===== config.mk =====
export PLATFORM = sky130hd
export DESIGN_NAME = splitter_with_flow_control
export DESIGN_NICKNAME = d
export VERILOG_FILES = /design/src/rtl/fork_branch_buffer.sv /design/src/rtl/splitter_with_flow_control.sv
export SDC_FILE = /design/constraint.sdc
export NUM_CORES = 1
export LEC_CHECK = 0
export BUFFER_PORTS_ARGS = -buffer_cell sky130_fd_sc_hd__buf_2
export CELL_PAD_IN_SITES_DETAIL_PLACEMENT = 0
export CELL_PAD_IN_SITES_GLOBAL_PLACEMENT = 2
export CORE_MARGIN = 3
export CORE_UTILIZATION = 36
export CTS_CLUSTER_SIZE = 24
export DETAILED_ROUTE_END_ITERATION = 6
export PLACE_DENSITY_LB_ADDON = 0.1
export SETUP_SLACK_MARGIN = 0.05
export SYNTH_ARGS = -nofsm -noshare
export SYNTH_HDL_FRONTEND = slang
export SYNTH_HIERARCHICAL = 1
export SYNTH_SLANG_ARGS = --single-unit

===== constraint.sdc =====
create_clock -name clk -period 1.9 [get_ports clk]
set_input_delay 0.19 -clock clk [delete_from_list [all_inputs] [get_ports clk]]
set_output_delay 0.19 -clock clk [all_outputs]
set_load 0.005 [all_outputs]

===== src/rtl/fork_branch_buffer.sv =====
// Two-entry FIFO holding one half of the forked word for one consumer.
// up_rdy comes straight from the count register, so it does not depend
// combinationally on down_rdy.
module fork_branch_buffer #(
  parameter int width = 8
) (
  input  logic             clk,
  input  logic             rst,
  input  logic             up_vld,
  output logic             up_rdy,
  input  logic [width-1:0] up_data,
  output logic             down_vld,
  input  logic             down_rdy,
  output logic [width-1:0] down_data
);

  logic [1:0]       count;
  logic             wr_ptr;
  logic             rd_ptr;
  logic [width-1:0] mem [2];
  logic             push;
  logic             pop;

  assign up_rdy    = (count != 2'd2);
  assign down_vld  = (count != 2'd0);
  assign down_data = mem[rd_ptr];
  assign push      = up_vld & up_rdy;
  assign pop       = down_vld & down_rdy;

  // Occupancy and pointer bookkeeping; a simultaneous push and pop leaves count unchanged.
  always_ff @(posedge clk) begin
    if (rst) begin
      count  <= 2'd0;
      wr_ptr <= 1'b0;
      rd_ptr <= 1'b0;
    end else begin
      if (push) wr_ptr <= ~wr_ptr;
      if (pop)  rd_ptr <= ~rd_ptr;
      if (push && !pop)      count <= count + 2'd1;
      else if (pop && !push) count <= count - 2'd1;
    end
  end

  // Storage is not reset; its content is only observed while down_vld is high.
  always_ff @(posedge clk) begin
    if (push) mem[wr_ptr] <= up_data;
  end

endmodule


===== src/rtl/splitter_with_flow_control.sv =====
// Forks one stream of packed {a, b} words into two independent streams.
// Each half is written into its branch buffer exactly once; done flags
// remember which halves of the current word are already stored, so a
// stalled consumer on one side only blocks the word, never duplicates it.
module splitter_with_flow_control #(
  parameter int width = 8
) (
  input  logic               clk,
  input  logic               rst,
  input  logic               up_vld,
  output logic               up_rdy,
  input  logic [2*width-1:0] up_data,
  output logic               a_vld,
  input  logic               a_rdy,
  output logic [width-1:0]   a_data,
  output logic               b_vld,
  input  logic               b_rdy,
  output logic [width-1:0]   b_data
);

  logic done_a;
  logic done_b;
  logic bufa_up_rdy;
  logic bufb_up_rdy;
  logic fire_a;
  logic fire_b;
  logic take;

  assign fire_a = up_vld & ~done_a & bufa_up_rdy;
  assign fire_b = up_vld & ~done_b & bufb_up_rdy;
  assign up_rdy = (done_a | bufa_up_rdy) & (done_b | bufb_up_rdy);
  assign take   = up_vld & up_rdy;

  // Track which halves of the word on up_data have been stored; clear when the word completes.
  always_ff @(posedge clk) begin
    if (rst) begin
      done_a <= 1'b0;
      done_b <= 1'b0;
    end else if (take) begin
      done_a <= 1'b0;
      done_b <= 1'b0;
    end else begin
      done_a <= done_a | fire_a;
      done_b <= done_b | fire_b;
    end
  end

  fork_branch_buffer #(.width(width)) u_buf_a (
    .clk       (clk),
    .rst       (rst),
    .up_vld    (up_vld & ~done_a),
    .up_rdy    (bufa_up_rdy),
    .up_data   (up_data[2*width-1:width]),
    .down_vld  (a_vld),
    .down_rdy  (a_rdy),
    .down_data (a_data)
  );

  fork_branch_buffer #(.width(width)) u_buf_b (
    .clk       (clk),
    .rst       (rst),
    .up_vld    (up_vld & ~done_b),
    .up_rdy    (bufb_up_rdy),
    .up_data   (up_data[width-1:0]),
    .down_vld  (b_vld),
    .down_rdy  (b_rdy),
    .down_data (b_data)
  );

endmodule


After elaboration in Yosys (flattened, before gate mapping)
Memories as Yosys holds them, arrays and structs flattened. A register that Yosys moved wholly into a read port is not among the register bits.
Index checks and enable logic that the tools add are counted.
{"block": "word_totals", "memories": 2, "mem_bits_rw": 32, "ff_bits": 10}
{"block": "classes", "addsub": 4, "n_eq_ne": 2, "n_mux": 12, "reduce_logical": 13, "n_bitwise": 18}
{"name": "u_buf_a.mem", "words": 2, "width": 8, "rd": 1, "rd_clocked_by_memory_dff": 1, "wr": 1, "line_no": "fork_branch_buffer.sv:20", "rtl": "logic [width-1:0] mem [2];"}
{"name": "u_buf_b.mem", "words": 2, "width": 8, "rd": 1, "rd_clocked_by_memory_dff": 1, "wr": 1, "line_no": "fork_branch_buffer.sv:20"}
{"cell": "1-bit bitwise AND", "count": 8}
{"cell": "1-bit two-way mux", "count": 8}
{"cell": "2-bit two-way mux", "count": 4}
{"cell": "2-bit nonzero test", "count": 4}
{"cell": "1-bit inverter", "count": 6}
{"cell": "2-bit by 1-bit adder with 2-bit output, second input constant", "count": 2}
{"cell": "1-bit logical AND", "count": 4}
{"cell": "1-bit logical NOT", "count": 4}
{"cell": "2-bit inequality test, second input constant", "count": 2}
{"cell": "1-bit bitwise OR", "count": 4}
{"cell": "2-bit by 1-bit subtractor with 2-bit output, second input constant", "count": 2}
{"cell": "2-bit OR reduction", "count": 1}

Longest topological paths before layout
Gate-level depths: netlist of the first run.
{"block": "logic_depth", "word_depth": 7, "ltp_mapped": 6}

Cells and area by module
Netlist of the first run, hierarchy kept.
{"mod": "fork_branch_buffer", "n_inst": 2, "cells_per_inst": 49, "area_per_inst_um2": 798.3}
{"mod": "splitter_with_flow_control", "n_inst": 1, "cells_per_inst": 11, "area_per_inst_um2": 96.3}

Worst setup path after synthesis of the first run
Ideal clock, no wire load.
{"block": "synth_timing", "path_type": "register -> register", "start": "register u_buf_a.count[0]", "end": "register u_buf_a.count[1]", "stages_incl_launch_ff": 6, "path_slack_ns": 0.345, "arrival_time_ns": 1.485, "setup_ns": 0.070, "cell_sequence": "dfxtp_1 -> nand2b_1 -> and2_1 -> ha_1 -> or3_1 -> a21oi_1"}
{"block": "synth_between", "elab_chain_cells": 5, "elab_cells_between_ends": 13, "cone_classes": "add/sub: 2; eq/ne: 1; mux: 2; bitwise: 2; reduce/logical: 6"}
{"element": "start: declaration", "line_no": "fork_branch_buffer.sv:17", "rtl": "logic [1:0] count;"}
{"element": "start signal: assignment", "line_no": "fork_branch_buffer.sv:39", "rtl": "if (push && !pop) count <= count + 2'd1;"}
{"element": "start signal: assignment", "line_no": "fork_branch_buffer.sv:40", "rtl": "else if (pop && !push) count <= count - 2'd1;"}
{"element": "2-bit inequality test (*)", "line_no": "fork_branch_buffer.sv:24", "rtl": "assign up_rdy = (count != 2'd2);"}
{"element": "named net bufa_up_rdy", "line_no": "splitter_with_flow_control.sv:23", "rtl": "logic bufa_up_rdy;"}
{"element": "1-bit bitwise AND (*)", "line_no": "fork_branch_buffer.sv:27", "rtl": "assign push = up_vld & up_rdy;"}
{"element": "named net u_buf_a.push", "line_no": "fork_branch_buffer.sv:21", "rtl": "logic push;"}
{"element": "1-bit logical NOT", "line_no": "fork_branch_buffer.sv:40"}
{"element": "1-bit logical AND", "line_no": "fork_branch_buffer.sv:40"}
{"element": "2-bit nonzero test (no line)"}
The timed path passes the listed nets; every way through them passes the cells marked *. The select of a mux whose other input is x is not followed.
A chain may end at the register's enable or synchronous reset.

Final worst setup path of the first run
Ends and elaborated chain as after synthesis.

==> run metrics, run 1 <==
result of the run=complete, no violations; worst slew pin tran=0.405 ns; setup TNS=0 ns; commonest non-fill, non-tap cells in the layout=buf_2, edfxtp_1, mux2_2; relative slew slack=0.730; Detail Route Antenna Nets=0; RD Place Congestion=0.721; Peak supply drop=0.563 mV; vias in the first global route=982; f_max=580 MHz; H-tree depth=2; aggregate global-route resource usage=0.113; Cell Area, Synth=between 1500 and 2000 µm²; CP Launch Type=flop; share of cells above drive strength 1=0.429; Sw Pwr=725 µW; CTS sink cnt=44; CTS resizes=0; final period utilization=0.908; Hold Violations, Final=0; YS warnings=6; fill cell count=414; unrepaired setup endpoints after global routing=no; area grow syn2layout=21.1%; dominant cells by area after synthesis=edfxtp_1, dfxtp_1, mux2_2, xor2_1, a21oi_1; CTS Hold Bufs=0; #FFs+latches synth=44; initial antenna violation count=0; Setup crit end kind=flop; CTS Buffer Depth=2; slowest stage delay, CP=0.35 ns; Synth cell types=21; Avg Cell Area, Syn=15.5 µm²; Worst Hold Class=input port to flop; DR pass1 iterations=4; CP arrival=around 1.9 ns; DR vias=979; routed length per placed instance=around 14 µm; Cell Pwr Density=1330 nW/µm²; Period minus WS final=1.72 ns; post-synthesis sequential area ratio=0.710; commonest non-fill, non-tap cell in the layout=buf_2; syn nets=132; total length of routed met2 wires=1430 µm; share of power burned in registers=0.495; TritonCTS clock tree=done; Clock Skew=0.00428 ns; DR WL met3=about 170 µm; buffers added on ports=39; post-route cell area=2050 µm²; first-iteration detailed-routing DRC count=53; Worst path slowest cell=dfxtp_1; Crit path required time=between 2 and 2.5 ns; top cell type by total area after synthesis=edfxtp_1; residual DRC count=0; first-pass GRT wire length=4570 µm; clock transition at the registers of the reported paths=0.08 ns; synthesized instance count=~110; number of core rows=24; I/O pins=40; sw frac=0.266; Die ar.=5560 µm²; max_cap viols=0; Pleak=0.000803 µW; Inserted Diodes=0; root buffer cell=clkbuf_8; Initial Util=0.381; critical path cell sequence=nand2b_1, and2_1, ha_1, or3_1, a21oi_1; Num CTS Buffers=5; die width=74.6 µm; Placed Area=1940 µm²; highest routed layer=met4; crit path kind=flop to flop; Reg area=1200 µm²; Vert. Die Dim=74.6 µm; Gate power share=0.252; Post-DP HPWL=2150 µm; Clk network pwr share=0.253; Int Power=2000 µW; share of the synthesized area in the top cell type=0.568; WL final=2960 µm; wl on met1=1340 µm; Slew Limit Fails=0; final setup margin=0.176 ns; Nets=176; Final setup viols=0; crit path max fanout=7; DR vias/cell=around 4.8; pre-CTS worst setup slack=around 0.18 ns; worst skew pair latency=0.29 ns; Multi-input gate area=474 µm²; global route overflow=0; Util after Layout=0.461; core area=4440 µm²; Power Total=around 2700 µW; largest net degree at the start of global routing=14; Post-CTS Setup Inserts=0
-- power groups by stage --
stage          Combinational (µW)  Sequential [µW]  Clock, µW
3_3_place_gp                  675             1360          0
2_1_floorplan                 502             1300          0
5_1_grt                       769             1370        755
6_report                      685             1350        689
4_1_cts                       697             1350        713
3_5_place_dp                  692             1380          0
-- logic make-up (layout without fill, tap and decap cells) --
group | after synthesis | in the layout | synth area share
and+or+nand+nor | 22 | 22 | 0.0724
muxes | 16 | 16 | 0.106
adders and majority gates | 2 | 2 | 0.0148
DFF | 44 | 44 | 0.710
xor gates and xnor gates | 6 | 6 | 0.0310
AOI/OAI and AO/OA | 15 | 15 | 0.0554
buffers and inverters | 4 | 49 | 0.0103
-- worst paths after layout --
path / start / end / slack [ns] / depth (start not counted)
max: u_buf_a/count[0]$_SDFFE_PP0P_ / u_buf_a/count[1]$_SDFFE_PP0P_ / 0.18 / 5
min: up_data[1] / u_buf_b/mem[0][1]$_DFFE_PP_ / 0.08 / 1
min reg2reg: u_buf_a/rd_ptr$_SDFFE_PP0P_ / flop / 0.52 / 2
max reg2reg: u_buf_a/count[0]$_SDFFE_PP0P_ / u_buf_a/count[1]$_SDFFE_PP0P_ / 0.18 / 5
-- layer usage --
| metal | GRT usage | vias to the layer above |
|---|---|---|
| li1 | - | 487 |
| met1 | 0.142 | 458 |
| met2 | 0.176 | 32 |
| met3 | 0.0446 | 2 |
| met4 | 0.0474 | 0 |
| met5 | 0 | - |
-- area by class of cell --
| class | instances | area share |
|---|---|---|
| sequential | 44 | 0.586 |
| multi-input combinational | 61 | 0.231 |
| clock buffer | 6 | 0.0354 |
| tap | 52 | 0.0317 |
| inverter | 2 | 0.00366 |
| clock inverter | 2 | 0.0171 |
| timing repair buffer | 39 | 0.0952 |
-- registers in the layout, summed over array words and instances (netlist names), named ones only --
signal and cells:
u_buf_a/wr_ptr 1, u_buf_b/count 2, u_buf_b/wr_ptr 1, u_buf_b/rd_ptr 1, u_buf_a/rd_ptr 1, u_buf_a/count 2
done_b 1, done_a 1, u_buf_b/mem 16, u_buf_a/mem 16
-- critical path, delay by kind of cell, from the launching register on --
family | cells | cell delay, ns
AOI/OAI and AO/OA | 1 | 0.16
adders and majority gates | 1 | 0.32
DFF | 1 | 0.35
and+or+nand+nor | 3 | 0.82
-- stage by stage --
step / std cells / hold slack [ns]
3_3_place_gp: 198 / 0.379
6_report: 206 / 0.0847
3_5_place_dp: 198 / 0.383
5_1_grt: 206 / 0.0663
4_1_cts: 206 / 0.0753
2_1_floorplan: 109 / 0.259
-- synthesized netlist by cell type --
cell,n
edfxtp_1,32
mux2_2,16
dfxtp_1,12
a21oi_1,6
nor2_1,6
xor2_1,6
o21ai_0,4
a21bo_2,2
and2_1,2
and3_1,2
buf_2,2
ha_1,2
inv_1,2
nand2b_1,2
nand3b_1,2
nor2b_1,2
nor3_1,2
o21a_1,2
or2_2,2
or3_1,2
o22a_1,1
Power figures use the tool's default switching activity.
==> run 2, diff against run 1 <==
--- a/config.mk
+++ b/config.mk
@@ -6,13 +6,12 @@
 export NUM_CORES = 1
 export LEC_CHECK = 0
 export BUFFER_PORTS_ARGS = -buffer_cell sky130_fd_sc_hd__buf_2
-export CELL_PAD_IN_SITES_DETAIL_PLACEMENT = 0
-export CELL_PAD_IN_SITES_GLOBAL_PLACEMENT = 2
 export CORE_MARGIN = 3
-export CORE_UTILIZATION = 36
+export CORE_UTILIZATION = 50
+export CTS_BUF_LIST = sky130_fd_sc_hd__clkbuf_8
 export CTS_CLUSTER_SIZE = 24
 export DETAILED_ROUTE_END_ITERATION = 6
-export PLACE_DENSITY_LB_ADDON = 0.1
+export PLACE_DENSITY = 0.75
 export SETUP_SLACK_MARGIN = 0.05
 export SYNTH_ARGS = -nofsm -noshare
 export SYNTH_HDL_FRONTEND = slang
==> run metrics, run 2 (same netlist as run 1, synthesis figures left out) <==
Worst Hold Class=input port to flop; vias in the first global route=1020 (+3.9%); relative slew slack=0.735 (+0.00470); CTS sink cnt=44 (unchanged); largest net degree at the start of global routing=14 (unchanged); Worst R2R Setup Slack=0.20 ns (+0.03 ns); worst slew pin tran=0.398 ns (-0.00705 ns); FF-to-FF Start=u_buf_b/count[0]$_SDFFE_PP0P_; Initial Util=0.537 (+0.156); Detail Route Antenna Nets=0 (unchanged); root buffer cell=clkbuf_8; final period utilization=0.892 (-0.0153); Setup crit end kind=flop; Reg2Reg Depth=5 (unchanged); Slew Limit Fails=0 (unchanged); die width=64.2 µm (-14%); Cell Pwr Density=1320 nW/µm² (-0.58%); Nets=176 (unchanged); min-delay src=up_data[2]; Worst path slowest cell=or3_1; max_cap viols=0 (unchanged); worst skew pair latency=0.28 ns (about the same); TritonCTS clock tree=done; initial antenna violation count=0 (unchanged); critical path cell sequence=nand2b_1, and2_1, ha_1, or3_1, a21oi_1; Clock Skew=0.00603 ns (+0.00176 ns); slowest stage delay, CP=0.36 ns (about the same); I/O pins=40 (unchanged); Placed Area=1930 µm² (-0.52%); number of core rows=20 (-17%); first-pass GRT wire length=4500 µm (-1.5%); Post-DP HPWL=1850 µm (-14%); crit path kind=flop to flop; Crit path required time=2.12 ns (about the same); share of cells above drive strength 1=0.429 (unchanged); Final setup viols=0 (unchanged); unrepaired setup endpoints after global routing=no; commonest non-fill, non-tap cell in the layout=buf_2; WL final=2610 µm (-12%); CP arrival=1.91 ns (-0.03 ns); DR pass1 iterations=4 (unchanged); DR vias=975 (-0.41%); DR vias/cell=4.92 (+3.6%); biggest regs=u_buf_a/mem x16, u_buf_b/mem x16; aggregate global-route resource usage=0.145 (+0.0318); Num CTS Buffers=5 (unchanged); commonest non-fill, non-tap cells in the layout=buf_2, edfxtp_1, mux2_2; Power Total=2690 µW (-1.1%); Pleak=0.000808 µW (+0.52%); # placed instances=190 (-4.0%); area grow syn2layout=20.5%; routed length per placed instance=13.2 µm (-8.3%); global route overflow=0 (unchanged); clock transition at the registers of the reported paths=0.08 ns (about the same); first-iteration detailed-routing DRC count=21 (-60%); Hold EP=u_buf_b/mem[0][2]$_DFFE_PP_; post-route cell area=2040 µm² (-0.49%); H-tree depth=2 (unchanged); core area=3150 µm² (-29%); residual DRC count=0 (unchanged); Hold Violations, Final=0 (unchanged); Peak supply drop=0.668 mV (+19%); Post-CTS Setup Inserts=0 (unchanged); setup TNS=0 ns (unchanged); Inserted Diodes=0 (unchanged); hold path depth=1 (unchanged); CP Launch Type=flop; Non-Filler Instances=198 (-3.9%); Die ar.=4120 µm² (-26%); Worst R2R End=u_buf_b/count[1]$_SDFFE_PP0P_; result of the run=complete, no violations; Worst Hold Slack=0.0852 ns (+0.000519 ns); CTS Hold Bufs=0 (unchanged); CTS Buffer Depth=2 (unchanged); RD Place Congestion=0.701 (-2.8%); CTS resizes=0 (unchanged); crit path max fanout=7 (unchanged); Period minus WS final=1.70 ns (-0.0291 ns); Vert. Die Dim=64.2 µm (-14%); buffers added on ports=39 (unchanged); f_max=590 MHz (+1.7%)
==> run 2: changes by cell type in the layout (fill, tap and decap cells not counted) <==
cell,previous run,this run
clkbuf_1,1,0
inv_1,2,3
==> run 2: final cells by class <==
class,count,area [µm²]
inverter,2,7.51
fill,253,1110
clock buffer,5,68.8
clock inverter,3,38.8
tap,44,55.1
sequential,44,1200
multi-input combinational,61,474
timing repair buffer,39,195
==> run 2: worst max-delay path, delay by kind of cell (launching register included) <==
kind | cells | cell delay (ns)
and+or+nand+nor | 3 | 0.81
DFF | 1 | 0.35
adders and majority gates | 1 | 0.33
AOI/OAI and AO/OA | 1 | 0.14
==> run 2: layer usage <==
layer  global-route usage  part of all wire  vias up
li1                     -                 -      489
met5                    0                 0        -
met3               0.0334             0.047        4
met1                0.168              0.42      454
met4               0.0712             0.010        0
met2                0.252              0.52       28
==> run 2: how the worst max path moves through the flow <==
stage,end,slack (ns),cells after the start,from
floorplan,u_buf_a/count[1]$_SDFFE_PP0P_,0.35,5,u_buf_a/count[0]$_SDFFE_PP0P_
finish,u_buf_b/count[1]$_SDFFE_PP0P_,0.20,5,u_buf_b/count[0]$_SDFFE_PP0P_
detailed placement,u_buf_a/count[1]$_SDFFE_PP0P_,0.23,5,u_buf_a/count[0]$_SDFFE_PP0P_
global route,u_buf_b/count[1]$_SDFFE_PP0P_,0.07,6,u_buf_b/count[0]$_SDFFE_PP0P_
CTS,u_buf_a/count[1]$_SDFFE_PP0P_,0.20,5,u_buf_a/count[0]$_SDFFE_PP0P_
global placement,u_buf_b/count[1]$_SDFFE_PP0P_,0.30,5,u_buf_b/count[0]$_SDFFE_PP0P_
==> run 2: where the power goes <==
group	total, µW	switching [µW]	internal (µW)	leakage [µW]
Combinational	682	303	379	0.000352
Clock	665	281	384	0.0000593
Sequential	1350	117	1230	0.000396
==> run 2: per-stage QoR <==
step / util / worst slack, ns
3_5_place_dp: 0.613 / 0.225
3_3_place_gp: 0.613 / 0.302
6_report: 0.647 / 0.205
4_1_cts: 0.647 / 0.201
5_1_grt: 0.647 / 0.0710
2_1_floorplan: - / 0.345
==> run 3, diff against run 2 <==
--- a/config.mk
+++ b/config.mk
@@ -12,6 +12,7 @@
 export CTS_CLUSTER_SIZE = 24
 export DETAILED_ROUTE_END_ITERATION = 6
 export PLACE_DENSITY = 0.75
+export REMOVE_ABC_BUFFERS = 1
 export SETUP_SLACK_MARGIN = 0.05
 export SYNTH_ARGS = -nofsm -noshare
 export SYNTH_HDL_FRONTEND = slang
==> run metrics, run 3 (same netlist as run 1, synthesis figures left out) <==
Worst Hold Class=input port to flop; CTS Hold Bufs=0 (unchanged); DR vias/cell=4.98 (+1.2%); die width=64.2 µm (unchanged); Inserted Diodes=0 (unchanged); WL final=2670 µm (+2.2%); H-tree depth=2 (unchanged); Nets=176 (unchanged); Vert. Die Dim=64.2 µm (unchanged); Setup crit end kind=flop; Detail Route Antenna Nets=0 (unchanged); Gate power share=0.254 (about the same); max_cap viols=0 (unchanged); Die ar.=4120 µm² (unchanged); crit path kind=flop to flop; Hold Violations, Final=0 (unchanged); TritonCTS clock tree=done; setup TNS=0 ns (unchanged); Final setup viols=0 (unchanged); CTS Buffer Depth=2 (unchanged); share of cells above drive strength 1=0.429 (unchanged); Initial Util=0.537 (unchanged); global route overflow=0 (unchanged); CP arrival=1.92 ns (about the same); commonest non-fill, non-tap cell in the layout=buf_2; # placed instances=190 (unchanged); root buffer cell=clkbuf_8; Int Power=1990 µW (about the same); f_max=587 MHz (-0.51%); number of core rows=20 (unchanged); unrepaired setup endpoints after global routing=no; residual DRC count=0 (unchanged); aggregate global-route resource usage=0.149 (+0.00349); area grow syn2layout=20.5% (unchanged); Non-Filler Instances=198 (unchanged); Pleak=0.000808 µW (unchanged); first-pass GRT wire length=4590 µm (+2.0%); biggest regs=u_buf_a/mem x16, u_buf_b/mem x16; clock transition at the registers of the reported paths=0.08 ns (about the same); DR pass1 iterations=4 (unchanged); Sw Pwr=711 µW (+1.4%); initial antenna violation count=0 (unchanged); Cell Pwr Density=1320 nW/µm² (+0.36%); Crit path required time=2.12 ns (about the same); largest net degree at the start of global routing=14 (unchanged); CTS resizes=0 (unchanged); Clock Skew=0.00629 ns (+0.000259 ns); sw frac=0.263 (+0.00271); Post-CTS Setup Inserts=0 (unchanged); Util after Layout=0.647 (unchanged); buffers added on ports=39 (unchanged); Period minus WS final=1.70 ns (+0.00873 ns); Peak supply drop=0.817 mV (+22%); share of power burned in registers=0.500 (about the same); Post-DP HPWL=1900 µm (+2.9%); Num CTS Buffers=5 (unchanged); fill cell count=260 (+2.8%); worst skew pair latency=0.28 ns (about the same); CP Launch Type=flop; worst slew pin tran=0.401 ns (+0.00397 ns); vias in the first global route=1069 (+4.8%); RD Place Congestion=0.698 (-0.46%); Clk network pwr share=0.246 (about the same); result of the run=complete, no violations; relative slew slack=0.732 (-0.00265); commonest non-fill, non-tap cells in the layout=buf_2, edfxtp_1, mux2_2; CTS sink cnt=44 (unchanged); Power Total=2700 µW (+0.36%); core area=3150 µm² (unchanged); Slew Limit Fails=0 (unchanged); first-iteration detailed-routing DRC count=19 (-9.5%); DR vias=987 (+1.2%); routed length per placed instance=13.5 µm (+2.2%); I/O pins=40 (unchanged); final period utilization=0.897 (+0.00460); crit path max fanout=7 (unchanged)
-- run 3: cell counts in the layout (fill, tap and decap cells not counted) --
Identical to the previous run, type by type.
-- run 3: cell type report --
type / instances / area (µm²) / area share
Inverter: 2 / 7.51 / 0.00368
Multi-Input combinational cell: 61 / 474 / 0.232
Sequential cell: 44 / 1200 / 0.589
Timing Repair Buffer: 39 / 195 / 0.0956
Tap cell: 44 / 55.1 / 0.0270
Clock inverter: 3 / 38.8 / 0.0190
Clock buffer: 5 / 68.8 / 0.0337
-- run 3: path summary, 6_finish.rpt --
| check | slack (ns) | from | endpoint | cells after the start |
|---|---|---|---|---|
| setup / recovery | 0.20 | u_buf_b/count[0]$_SDFFE_PP0P_ | u_buf_b/count[1]$_SDFFE_PP0P_ | 5 |
| hold / removal | 0.09 | up_data[11] | u_buf_a/mem[0][3]$_DFFE_PP_ | 1 |
| setup reg to reg | 0.20 | u_buf_b/count[0]$_SDFFE_PP0P_ | u_buf_b/count[1]$_SDFFE_PP0P_ | 5 |
| hold reg to reg | 0.52 | u_buf_b/rd_ptr$_SDFFE_PP0P_ | u_buf_b/rd_ptr$_SDFFE_PP0P_ | 2 |
-- run 3: per-stage QoR --
step / hold WS [ns] / instance area [µm²] / setup slack (ns)
after floorplan: 0.259 / 1680 / 0.345
after global placement: 0.378 / 1930 / 0.304
after detailed placement: 0.381 / 1930 / 0.207
after CTS: 0.0750 / 2040 / 0.193
after global routing: 0.0699 / 2040 / 0.0823
final: 0.0896 / 2040 / 0.196
-- run 3: power by group through the flow --
stage          Clock (µW)  Combinational (µW)  Sequential [µW]
2_1_floorplan           0                 456             1340
3_3_place_gp            0                 661             1360
3_5_place_dp            0                 690             1370
4_1_cts               690                 696             1350
5_1_grt               741                 772             1380
6_report              665                 687             1350
-- run 3: worst max-delay path, stage by stage, from the launching register on --
cell	delay, ns
dfxtp_1	0.35
nand2b_1	0.25
and2_1	0.21
ha_1	0.32
or3_1	0.36
a21oi_1	0.15
-- run 3: layer usage --
layer,part of all wire,vias up,track usage,routed length (µm)
met4,0.013,0,0.0686,36
met2,0.50,31,0.252,1340
li1,-,491,-,-
met5,0,-,0,0
met1,0.42,461,0.165,1130
met3,0.060,4,0.0562,160
